**src/rtl/rst_seq_pkg.sv**
```systemverilog
// Shared SoC reset-sequencer definitions: the state encoding and the default timing constants.
package rst_seq_pkg;

    typedef enum logic [2:0] {
        HOLD      = 3'd0,
        WAIT_LOCK = 3'd1,
        STABLE    = 3'd2,
        SYS_UP    = 3'd3,
        RUN       = 3'd4
    } state_e;

    localparam int unsigned DEF_LOCK_CYCLES = 1024;
    localparam int unsigned DEF_CPU_DELAY   = 64;
    localparam int unsigned DEF_HOLD_CYCLES = 16;
    localparam int unsigned LLC_W           = 8;

    function automatic int unsigned max3(input int unsigned a, input int unsigned b,
                                         input int unsigned c);
        int unsigned m;
        m = (a > b) ? a : b;
        return (m > c) ? m : c;
    endfunction

endpackage

```
**src/rtl/rst_seq_sync2.sv**
```systemverilog
// Generic two-flop synchronizer with asynchronous active-low clear; output is the second flop.
module sync2 (
    input  logic clk_i,
    input  logic rst_n_i,
    input  logic d_i,
    output logic q_o
);

    logic s1_q;
    logic s2_q;

    always_ff @(posedge clk_i or negedge rst_n_i) begin
        if (!rst_n_i) begin
            s1_q <= 1'b0;
            s2_q <= 1'b0;
        end else begin
            s1_q <= d_i;
            s2_q <= s1_q;
        end
    end

    assign q_o = s2_q;

endmodule

```
**src/rtl/rst_seq.sv**
```systemverilog
// Power-up / PLL-lock reset sequencer: holds, waits for stable lock, releases sys_rst, then the CPU.
module rst_seq
    import rst_seq_pkg::*;
#(
    parameter int unsigned LOCK_CYCLES = DEF_LOCK_CYCLES,
    parameter int unsigned CPU_DELAY   = DEF_CPU_DELAY,
    parameter int unsigned HOLD_CYCLES = DEF_HOLD_CYCLES
) (
    input  logic             sys_clk,
    input  logic             rst_n,
    input  logic             pll_locked,
    input  logic             sw_rst,
    output logic             sys_rst,
    output logic             cpu_rst_n,
    output logic             ready,
    output logic [LLC_W-1:0] lock_loss_cnt,
    output state_e           dbg_state_o
);

    localparam int unsigned MAX_P = max3(LOCK_CYCLES, CPU_DELAY, HOLD_CYCLES);
    localparam int unsigned CW    = (MAX_P > 1) ? $clog2(MAX_P) : 1;

    localparam logic [CW-1:0] HOLD_LAST = CW'(HOLD_CYCLES - 1);
    localparam logic [CW-1:0] LOCK_LAST = CW'(LOCK_CYCLES - 1);
    localparam logic [CW-1:0] CPU_LAST  = CW'(CPU_DELAY - 1);

    logic             locked_s;
    state_e           state_q, state_d;
    logic [CW-1:0]    cnt_q, cnt_d;
    logic [LLC_W-1:0] llc_q, llc_d;
    logic             sys_rst_q, cpu_rst_n_q, ready_q;
    logic             cnt_inc, cnt_clr, loss;

    sync2 u_sync (
        .clk_i   (sys_clk),
        .rst_n_i (rst_n),
        .d_i     (pll_locked),
        .q_o     (locked_s)
    );

    always_comb begin
        state_d = state_q;
        cnt_inc = 1'b0;
        cnt_clr = 1'b0;
        loss    = 1'b0;
        case (state_q)
            HOLD: begin
                if (sw_rst)                  cnt_clr = 1'b1;
                else if (cnt_q == HOLD_LAST) state_d = WAIT_LOCK;
                else                         cnt_inc = 1'b1;
            end
            WAIT_LOCK: begin
                if (locked_s) state_d = STABLE;
            end
            STABLE: begin
                if (!locked_s)               state_d = WAIT_LOCK;
                else if (cnt_q == LOCK_LAST) state_d = SYS_UP;
                else                         cnt_inc = 1'b1;
            end
            SYS_UP, RUN: begin
                // Lock loss takes priority over a coincident soft reset.
                if (!locked_s) begin
                    state_d = WAIT_LOCK;
                    loss    = 1'b1;
                end else if (sw_rst) begin
                    state_d = HOLD;
                end else if (state_q == SYS_UP) begin
                    if (cnt_q == CPU_LAST) state_d = RUN;
                    else                   cnt_inc = 1'b1;
                end
            end
            default: state_d = HOLD;
        endcase

        if ((state_d != state_q) || cnt_clr) cnt_d = '0;
        else if (cnt_inc)                    cnt_d = cnt_q + 1'b1;
        else                                 cnt_d = cnt_q;

        llc_d = (loss && (llc_q != {LLC_W{1'b1}})) ? llc_q + 1'b1 : llc_q;
    end

    // Outputs decode the next state so they switch on the same edge as the state register.
    always_ff @(posedge sys_clk or negedge rst_n) begin
        if (!rst_n) begin
            state_q     <= HOLD;
            cnt_q       <= '0;
            llc_q       <= '0;
            sys_rst_q   <= 1'b1;
            cpu_rst_n_q <= 1'b0;
            ready_q     <= 1'b0;
        end else begin
            state_q     <= state_d;
            cnt_q       <= cnt_d;
            llc_q       <= llc_d;
            sys_rst_q   <= !((state_d == SYS_UP) || (state_d == RUN));
            cpu_rst_n_q <= (state_d == RUN);
            ready_q     <= (state_d == RUN);
        end
    end

    assign sys_rst       = sys_rst_q;
    assign cpu_rst_n     = cpu_rst_n_q;
    assign ready         = ready_q;
    assign lock_loss_cnt = llc_q;
    assign dbg_state_o   = state_q;

endmodule
```
**config.mk**
```make
export PLATFORM = sky130hd
export DESIGN_NAME = rst_seq
export DESIGN_NICKNAME = d
export VERILOG_FILES = /design/src/rtl/rst_seq_pkg.sv /design/src/rtl/rst_seq_sync2.sv /design/src/rtl/rst_seq.sv
export SDC_FILE = /design/constraint.sdc
export NUM_CORES = 1
export LEC_CHECK = 0
export CAP_MARGIN = 20
export CELL_PAD_IN_SITES_DETAIL_PLACEMENT = 0
export CELL_PAD_IN_SITES_GLOBAL_PLACEMENT = 2
export CORE_ASPECT_RATIO = 0.9
export CORE_MARGIN = 8
export CORE_UTILIZATION = 38
export DETAILED_ROUTE_END_ITERATION = 16
export HOLD_SLACK_MARGIN = 0.03
export PLACE_DENSITY_LB_ADDON = 0.3
export SYNTH_ARGS = -nofsm -noshare
export SYNTH_HDL_FRONTEND = slang
export SYNTH_SLANG_ARGS = --single-unit
```
**constraint.sdc**
```tcl
create_clock -name sys_clk -period 4.8 [get_ports sys_clk]
set_input_delay 0.72 -clock sys_clk [delete_from_list [all_inputs] [get_ports sys_clk]]
set_output_delay 0.72 -clock sys_clk [all_outputs]
set_load 0.01 [all_outputs]
```
# Word level (Yosys, flattened, before mapping)
# Cells that the tools add are included.
word_totals:
  output_inout_bits: 14
  inputBits: 4
  word_cells: 52
  register_bits: 25
classes:
  n_reduce_logical: 7
  n_addsub: 2
  muxes: 25
  eq_ne: 11
ops:
  columns: ["op", "n"]
  rows:
  - ["$mux W3", 9]
  - ["$mux W10", 2]
  - ["$mux W1", 12]
  - ["$pmux W3 S4", 1]
  - ["$add A10 B1 Y10 const B", 1]
  - ["$eq A10 B10 Y1 const B", 1]
  - ["$eq A10 B4 Y1 const B", 1]
  - ["$eq A10 B6 Y1 const B", 1]
  - ["$eq A3 B2 Y1 const B", 3]
  - ["$add A8 B1 Y8 const B", 1]
  - ["$ne A8 B8 Y1 const B", 1]
  - ["$eq A3 B3 Y1 const B", 2]
  - ["$eq A3 B1 Y1 const B", 1]
  - ["$logic_not A3 Y1", 1]
  - ["$ne A3 B3 Y1", 1]
  - ["$pmux W1 S3", 1]
  - ["$logic_or A1 B1 Y1", 2]
  - ["$reduce_bool A2 Y1", 1]
  - ["$reduce_or A2 Y1", 1]
  - ["$logic_and A1 B1 Y1", 1]
  - ["$logic_not A1 Y1", 1]

# Logic depth before layout (Yosys ltp)
# Gate-level depths: netlist (run 1).
depth:
  ltp_word: 9
  ltp_mapped: 7
  mapped_depth_nobuf: 6

# Cells and area by module
# From an unflattened synthesis (run 1), not the netlist that was laid out.
unflattened:
  hier_cells: 129
  area_unflattened_um2: 1422.6
modules_own_cells:
  columns: ["mod", "area_per_inst_um2", "seq_area_each_um2", "instances", "cells_per_inst"]
  rows:
  - ["rst_seq", 1372.6, 576.8, 1, 127]
  - ["sync2", 50.0, 50.0, 1, 2]

# Worst setup path before layout (run 1)
# OpenSTA, ideal clock, no wires.
synth_timing:
  path_kind: "input -> register"
  startpoint: "in sw_rst"
  endpoint: "reg cnt_q[7]"
  path_slack_ns: 2.663
  path_stages: 5
  required_ns: 4.721
  n_path_buf: 0
  arrival_time_ns: 2.057
  setup_ns: 0.079
  cell_sequence: "nor4bb_1 -> o311ai_1 -> o211a_4 -> or4_2 -> a21oi_1"
synth_via:
  elab_chain_cells: 6
  elab_cells_between_ends: 14
  cone_classes: "eq/ne: 1; mux: 11; reduce/logical: 2"
synth_lines:
  columns: ["element", "line_no", "source"]
  rows:
  - ["from (decl)", "rst_seq.sv:12", "input logic sw_rst,"]
  - ["$mux W3", "rst_seq.sv:65", "end else if (sw_rst) begin"]
  - ["$mux W3", "rst_seq.sv:62", "if (!locked_s) begin"]
  - ["$pmux W3 S4", "rst_seq.sv:46", "case (state_q)"]
  - ["$ne A3 B3 Y1", "rst_seq.sv:75", "if ((state_d != state_q) || cnt_clr) cnt_d = '0;"]
  - ["$logic_or A1 B1 Y1", "rst_seq.sv:75", null]
  - ["$mux W10 / $reduce_bool A2 Y1 (equally long branches)", null, null]
  - ["to (signal assigned)", "rst_seq.sv:93", "cnt_q <= cnt_d;"]
  - ["to (decl)", "rst_seq.sv:29", "logic [CW-1:0] cnt_q, cnt_d;"]
# Parallel ways exist; a longest one is shown, timed or not.
# A chain may end at the register's enable or synchronous reset.

# Final worst setup path (run 1)
# Same ends and word-level chain as after synthesis.

==> qor.log, run 1 <==
qor: worst_setup_path.crit_path_top_delay_cell sky130_fd_sc_hd__or4_2
qor: worst_setup_path.longest_individual_stage_delay_on_the_worst_path 0.65 ns
qor: floorplanning.placement_rows 20
qor: yosys.netlist_area 0.00135 mm2
qor: placement.gp_congestion 0.752
qor: final_layout.drive_above_1_share 12.2%
qor: drt.vias_per_cell 5.56
qor: clock_tree.post_cts_resized 0
qor: drt.detail_route.first_pass.iterations 4
qor: yosys.postSynthRegisterBits 25
qor: timing.tightestPinTransition 0.557 ns
qor: pwr.worst_vdd_drop 0.144 mV
qor: global_routing.wire_length_of_the_first_global_routing_pass 4640 um
qor: yosys.synth-main-ff-cell sky130_fd_sc_hd__dfrtp_1
qor: yosys.synth_cell_type_count 44
qor: timing.top_achievable_clock_speed 376 MHz
qor: worst_setup_path.critPathRequiredTime 4.99 ns
qor: timing.rsz0062_at_grt no
qor: drt.route.detailed.wl_per_inst 14.9 um
qor: drt.drcViolationCount 0
qor: yosys.async_reset_ff_share 100%
qor: global_routing.grt_start_max_net_pins 26
qor: timing.worst_clock_skew 0.00427 ns
qor: placement.post_dp_cell_area 0.00152 mm2
qor: worst_setup_path.timing.reg2reg.worst_path_depth 6
qor: yosys.synthesis.area_per_instance 11.0 um2
qor: final_layout.most_common_cell_after_layout_fill_and_taps_aside sky130_fd_sc_hd__dfrtp_1
qor: timing.hold-worst-slack 0.358 ns
qor: placement.port-buffer-count 17
qor: timing.worst_slew_margin_rel 62.7%
qor: timing.fin_tns_setup 0 ns
qor: floorplanning.start_util 39.9%
qor: drt.met1_length 1360 um
qor: job.max_cap_viol_count 0
qor: drt.drt_iter0_markers 43
qor: pwr.p_leak 0.629 nW
qor: pwr.power.density 312 mW/mm2
qor: yosys.synth.net_count 129
qor: timing.hold_viol_final 0
qor: floorplanning.top_level_ports 18
qor: final_layout.antennaDiodeCount 0
qor: worst_setup_path.worst_setup_path_end_kind register
qor: clock_tree.worst_setup_hold_path_clk_slew 0.09 ns
qor: global_routing.gr-usage-all-layers 10.1%
qor: clock_tree.clock-root-buffer sky130_fd_sc_hd__clkbuf_8
qor: timing.postLayoutSetupSlackWorst 2.14 ns
qor: worst_setup_path.critPathMaxFanout 17
qor: clock_tree.cts.htree.levels 1
qor: status.outcome finished clean
qor: drt.route.antenna.remaining_nets 0
qor: final_layout.final_net_count 146
qor: clock_tree.clock-sinks 25
qor: floorplanning.die-width 78.8 um
qor: yosys.synth_enable_flop_cells 0
qor: clock_tree.cts_buffers 3
qor: drt.met2_wirelength 1230 um
qor: yosys.register_area_share_after_synthesis 46.5%
qor: yosys.yosysWarningCount 0
qor: timing.finalSetupViolCount 0
qor: drt.maxUsedRoutingLayer met4
qor: worst_setup_path.cp-start-kind input pin
qor: worst_setup_path.worstPathCellList clkdlybuf4s50_1 > nor4bb_1 > o311ai_1 > o211a_4 > or4_2 > a21oi_1
qor: floorplanning.floorplan.die_area 0.00571 mm2
qor: floorplanning.die_height 72.5 um
qor: placement.setup_slack_after_placement 1.88 ns
qor: worst_setup_path.crit_type in -> reg
qor: clock_tree.post-cts-setup-buffers 0
qor: clock_tree.cts_tree yes
qor: final_layout.syn2layout_area_growth 17.0%
qor: placement.dpl.hpwl 2010 um
qor: global_routing.globalRoute.totalOverflow 0
qor: drt.postRouteWirelength 2730 um
qor: final_layout.postLayoutCellArea 0.00158 mm2
qor: drt.met3_length 88 um
qor: timing.post-route-min-period 2.66 ns
qor: clock_tree.clkLatencyLatePin 0.27 ns
qor: timing.finalMaxSlewViolations 0
qor: floorplanning.floorplan.core_area 0.00338 mm2
qor: timing.period_share 55.4%
qor: yosys.netlist_instances 123
qor: clock_tree.ctsHoldBuffers 0
qor: worst_setup_path.cp_data_arrival_time 2.85 ns
qor: final_layout.commonest_cells_after_routing_fill_and_taps_aside 24 x sky130_fd_sc_hd__dfrtp_1, 17 x sky130_fd_sc_hd__clkdlybuf4s50_1, 12 x sky130_fd_sc_hd__nand2_1
qor: worst_hold_path.worst_hold_path.num_cells 0
qor: global_routing.initial_antenna_violation_count 0
qor: clock_tree.ctsLongestPathBuffers 2
qor: worst_hold_path.holdCritPathClass reg -> reg
qor: drt.num_vias 1017
qor: global_routing.first_global_vias 953
report_power, final:
| group | switching, W | internal (W) | leakage, nW |
|---|---|---|---|
| Sequential | 0.0000277 | 0.000231 | 0.336 |
| Combinational | 0.0000552 | 0.0000529 | 0.268 |
| Clock | 0.0000671 | 0.0000582 | 0.0255 |
routing by layer:
metal	global-route usage, %	vias up
met4	5.54	0
met3	2.59	4
met5	0	-
li1	-	503
met1	13.3	500
met2	14.8	10
sequential cells by signal, summed over array words and instances, names as in the netlist:
register and cells:
cnt_q 10, dbg_state_o 3, lock_loss_cnt 8, ready 1, sys_rst 1, u_sync.q_o 1, u_sync.s1_q 1
critical path: cells and delay by family:
kind,cells,cell delay [ns]
and+or+nand+nor,2,0.99
AOI/OAI and AO/OA,3,0.59
buffers and inverters,1,0.54
Yosys cell counts, types with 2 or more instances:
library cell                count  share of area [%]
sky130_fd_sc_hd__nor3_1         3                1.1
sky130_fd_sc_hd__xor2_1         5                3.2
sky130_fd_sc_hd__xnor2_1        4                2.6
sky130_fd_sc_hd__and3b_1        2                1.3
sky130_fd_sc_hd__o31ai_1        6                3.3
sky130_fd_sc_hd__ha_1           2                1.9
sky130_fd_sc_hd__o2111ai_1      2                1.3
sky130_fd_sc_hd__mux2i_1        3                2.2
sky130_fd_sc_hd__dfrtp_1       24                 45
sky130_fd_sc_hd__and4_1         2                1.3
sky130_fd_sc_hd__nand2_1       12                3.3
sky130_fd_sc_hd__nor4bb_1       2                1.5
sky130_fd_sc_hd__and3_1         2               0.93
sky130_fd_sc_hd__nand3_1        5                1.9
sky130_fd_sc_hd__nor2_1         7                2.0
sky130_fd_sc_hd__a21oi_1        6                2.2
sky130_fd_sc_hd__nand4_1        3                1.4
sky130_fd_sc_hd__nand3b_1       2                1.1
sky130_fd_sc_hd__o21ai_1        2               0.74
sky130_fd_sc_hd__or3_2          2                1.1
sky130_fd_sc_hd__buf_4          3                1.7
sky130_fd_sc_hd__or4_2          2                1.3
cell type report:
cell class	count	area (um2)
clock buffers	3	41.3
flip-flops and latches	25	627
clock inverters	1	5.00
well taps	44	55.1
multi-input cells	91	659
fillers	335	1800
inverters	1	3.75
repair buffers	18	185
kinds of logic after synthesis:
logic type | synth area share, %
compound gates | 15.3
flops | 46.5
xor+xnor | 5.85
buf+inv | 4.55
mux | 3.06
simple gates | 22.8
fa+ha+maj | 1.86
through the flow:
stage	power [W]	util, %	std cells
6_report	0.000492	46.7	183
5_1_grt	0.000522	46.7	183
4_1_cts	0.000499	46.2	182
3_5_place_dp	0.000372	44.9	178
3_3_place_gp	0.000365	44.9	178
2_1_floorplan	0.000335	-	123
worst paths after layout:
kind / from / to / slack, ns
min in group asynchronous: rst_n / lock_loss_cnt[4]$_DFFE_PN0P_ / 0.80
worst min-delay path: u_sync.s1_q$_DFF_PN0_ / u_sync.q_o$_DFF_PN0_ / 0.36
worst max register to register: cnt_q[0]$_DFFE_PN0P_ / cnt_q[7]$_DFFE_PN0P_ / 2.57
worst min register to register: u_sync.s1_q$_DFF_PN0_ / u_sync.q_o$_DFF_PN0_ / 0.36
worst max-delay path: sw_rst / cnt_q[7]$_DFFE_PN0P_ / 2.14
max in group asynchronous: rst_n / cnt_q[7]$_DFFE_PN0P_ / 3.51
Note: power is estimated with default switching activity, not from simulation.
==> inputs of run 2 (changes only) <==
CORE_UTILIZATION = 35   (was 38)
clock period = 2.45 ns   (was 4.8 ns; I/O delays follow)
==> run 2 against run 1 <==
  * Die area rose by 6.7%
  * Critical path type is now reg -> reg
  * Final cell count rose by 3.3%
  * Clock power rose by 110%
  * Non-clock buffer count rose by 4
  * Register-to-register slack got worse by 2.3 ns
  * Clock skew rose by 0.0029 ns
  * Sequential power rose by 95%
  * Sequential cell count did not move
  * Via count rose by 3.2%
  * Worst setup slack got worse by 1.9 ns
==> qor.log, run 2 (synthesis results as in run 1) <==
qor: pwr.worst_vdd_drop 0.317 mV
qor: final_layout.commonest_cells_after_routing_fill_and_taps_aside 24 x sky130_fd_sc_hd__dfrtp_1, 17 x sky130_fd_sc_hd__clkdlybuf4s50_1, 12 x sky130_fd_sc_hd__nand2_1
qor: floorplanning.placement_rows 21
qor: final_layout.number_of_inserted_filler_cells_in_the_final_layout 361
qor: timing.finalMaxSlewViolations 0
qor: timing.period_share 90.0%
qor: worst_setup_path.cp-start-kind register
qor: floorplanning.die-width 81.4 um
qor: placement.port-buffer-count 17
qor: clock_tree.cts_buffers 3
qor: clock_tree.clkLatencyLatePin 0.27 ns
qor: global_routing.globalRoute.totalOverflow 0
qor: floorplanning.die_height 74.9 um
qor: floorplanning.floorplan.die_area 0.00609 mm2
qor: global_routing.initial_antenna_violation_count 0
qor: timing.fin_tns_setup 0 ns
qor: global_routing.gr-usage-all-layers 10.2%
qor: clock_tree.clock-sinks 25
qor: clock_tree.cts_tree yes
qor: clock_tree.cts.htree.levels 1
qor: drt.route.antenna.remaining_nets 0
qor: timing.finalSetupViolCount 0
qor: worst_setup_path.cp_data_arrival_time 2.37 ns
qor: placement.gp_congestion 0.760
qor: final_layout.drive_above_1_share 14.7%
qor: clock_tree.ctsHoldBuffers 0
qor: worst_setup_path.crit_path_top_delay_cell sky130_fd_sc_hd__or4_4
qor: clock_tree.post-cts-setup-buffers 0
qor: timing.top_achievable_clock_speed 454 MHz
qor: floorplanning.start_util 36.4%
qor: global_routing.grt_start_max_net_pins 26
qor: worst_setup_path.worstPathCellList or4_4 > o41ai_1 > o211a_4 > buf_4 > mux2i_1 > nor2_1
qor: clock_tree.worst_setup_hold_path_clk_slew 0.10 ns
qor: timing.post-route-min-period 2.20 ns
qor: worst_setup_path.critPathRequiredTime 2.61 ns
qor: status.outcome finished clean
qor: global_routing.wire_length_of_the_first_global_routing_pass 4910 um
qor: placement.dpl.hpwl 2090 um
qor: drt.route.detailed.wl_per_inst 15.2 um
qor: worst_hold_path.worst_hold_path.num_cells 0
qor: global_routing.first_global_vias 1056
qor: timing.worst_slew_margin_rel 70.5%
qor: worst_setup_path.timing.reg2reg.worst_path_depth 6
qor: final_layout.syn2layout_area_growth 19.1%
qor: timing.worst_clock_skew 0.00713 ns
qor: worst_setup_path.crit_type reg -> reg
qor: clock_tree.ctsLongestPathBuffers 2
qor: timing.hold_viol_final 0
qor: drt.vias_per_cell 5.56
qor: final_layout.final_net_count 150
qor: worst_setup_path.critPathMaxFanout 6
qor: final_layout.most_common_cell_after_layout_fill_and_taps_aside sky130_fd_sc_hd__dfrtp_1
qor: worst_hold_path.holdCritPathClass reg -> reg
qor: drt.detail_route.first_pass.iterations 4
qor: job.max_cap_viol_count 0
qor: floorplanning.top_level_ports 18
qor: timing.rsz0062_at_grt no
qor: clock_tree.post_cts_resized 0
qor: drt.postRouteWirelength 2870 um
qor: clock_tree.clock-root-buffer sky130_fd_sc_hd__clkbuf_8
qor: floorplanning.floorplan.core_area 0.00370 mm2
qor: worst_setup_path.longest_individual_stage_delay_on_the_worst_path 0.60 ns
qor: final_layout.flip_flop_count_of_the_largest_register_all_copies_and_words_added 10
qor: final_layout.antennaDiodeCount 0
qor: drt.drcViolationCount 0
qor: worst_setup_path.regToRegSetupSlack 0.25 ns
qor: drt.drt_iter0_markers 37
qor: placement.post_dp_cell_area 0.00156 mm2
qor: final_layout.regMostFlops cnt_q
qor: pwr.power.density 618 mW/mm2
qor: pwr.p_leak 0.646 nW
qor: timing.tightestPinTransition 0.443 ns
qor: worst_setup_path.worst_setup_path_end_kind register
qor: final_layout.postLayoutCellArea 0.00161 mm2
qor: drt.num_vias 1050
-- run 2: cell types whose count changed in the layout (fill, tap and decap cells not counted), sizes merged --
cell and change:
buf +4, clkinv -1, inv +1
-- run 2: cell type report --
cell class | count | area (um2) | share of cell area (%)
clock inverter | 1 | 8.76 | 0.546
multi-input combinational | 91 | 659 | 41.1
sequential | 25 | 627 | 39.0
timing repair buffer | 22 | 208 | 12.9
clock buffer | 3 | 41.3 | 2.57
inverter | 1 | 3.75 | 0.234
tap | 46 | 57.6 | 3.59
-- run 2: final timing paths --
path	start	end
min reg2reg	u_sync.s1_q$_DFF_PN0_	u_sync.q_o$_DFF_PN0_
max reg2reg	cnt_q[7]$_DFFE_PN0P_	cnt_q[1]$_DFFE_PN0P_
max in group asynchronous	rst_n	sys_rst$_DFF_PN1_
max	cnt_q[7]$_DFFE_PN0P_	cnt_q[1]$_DFFE_PN0P_
min	u_sync.s1_q$_DFF_PN0_	u_sync.q_o$_DFF_PN0_
min in group asynchronous	rst_n	lock_loss_cnt[4]$_DFFE_PN0P_
-- run 2: worst max-delay path, delay by kind of cell, from the launching register on --
kind                   cells  cell delay [ns]
buffers and inverters      1             0.14
and+or+nand+nor            2             0.66
AOI/OAI and AO/OA          2             0.67
DFF                        1             0.45
muxes                      1             0.19
-- run 2: power breakdown --
part	leakage, nW	internal, W	switching, W
registers	0.336	0.000453	0.0000536
logic	0.284	0.000116	0.000109
clock network	0.0261	0.000119	0.000141
-- run 2: metal layers --
metal	global-route usage, %	vias to the layer above	share of wire, %
met5	0	-	0
met4	2.97	0	0.70
met3	3.58	4	4.1
met2	16.1	15	46
met1	12.9	521	49
li1	-	510	-
-- run 2: metrics by stage --
| stage | setup slack, ns | hold slack [ns] | std cells | util [%] | power, W |
|---|---|---|---|---|---|
| finish | 0.245 | 0.370 | 189 | 43.3 | 0.000992 |
| global route | 0.102 | 0.377 | 189 | 43.3 | 0.00106 |
| CTS | 0.234 | 0.374 | 189 | 43.3 | 0.00101 |
| detailed placement | 0.0704 | 0.343 | 185 | 42.0 | 0.000741 |
| global placement | 0.112 | 0.346 | 185 | 42.0 | 0.000735 |
| floorplan | 0.408 | 0.0719 | 123 | - | 0.000656 |
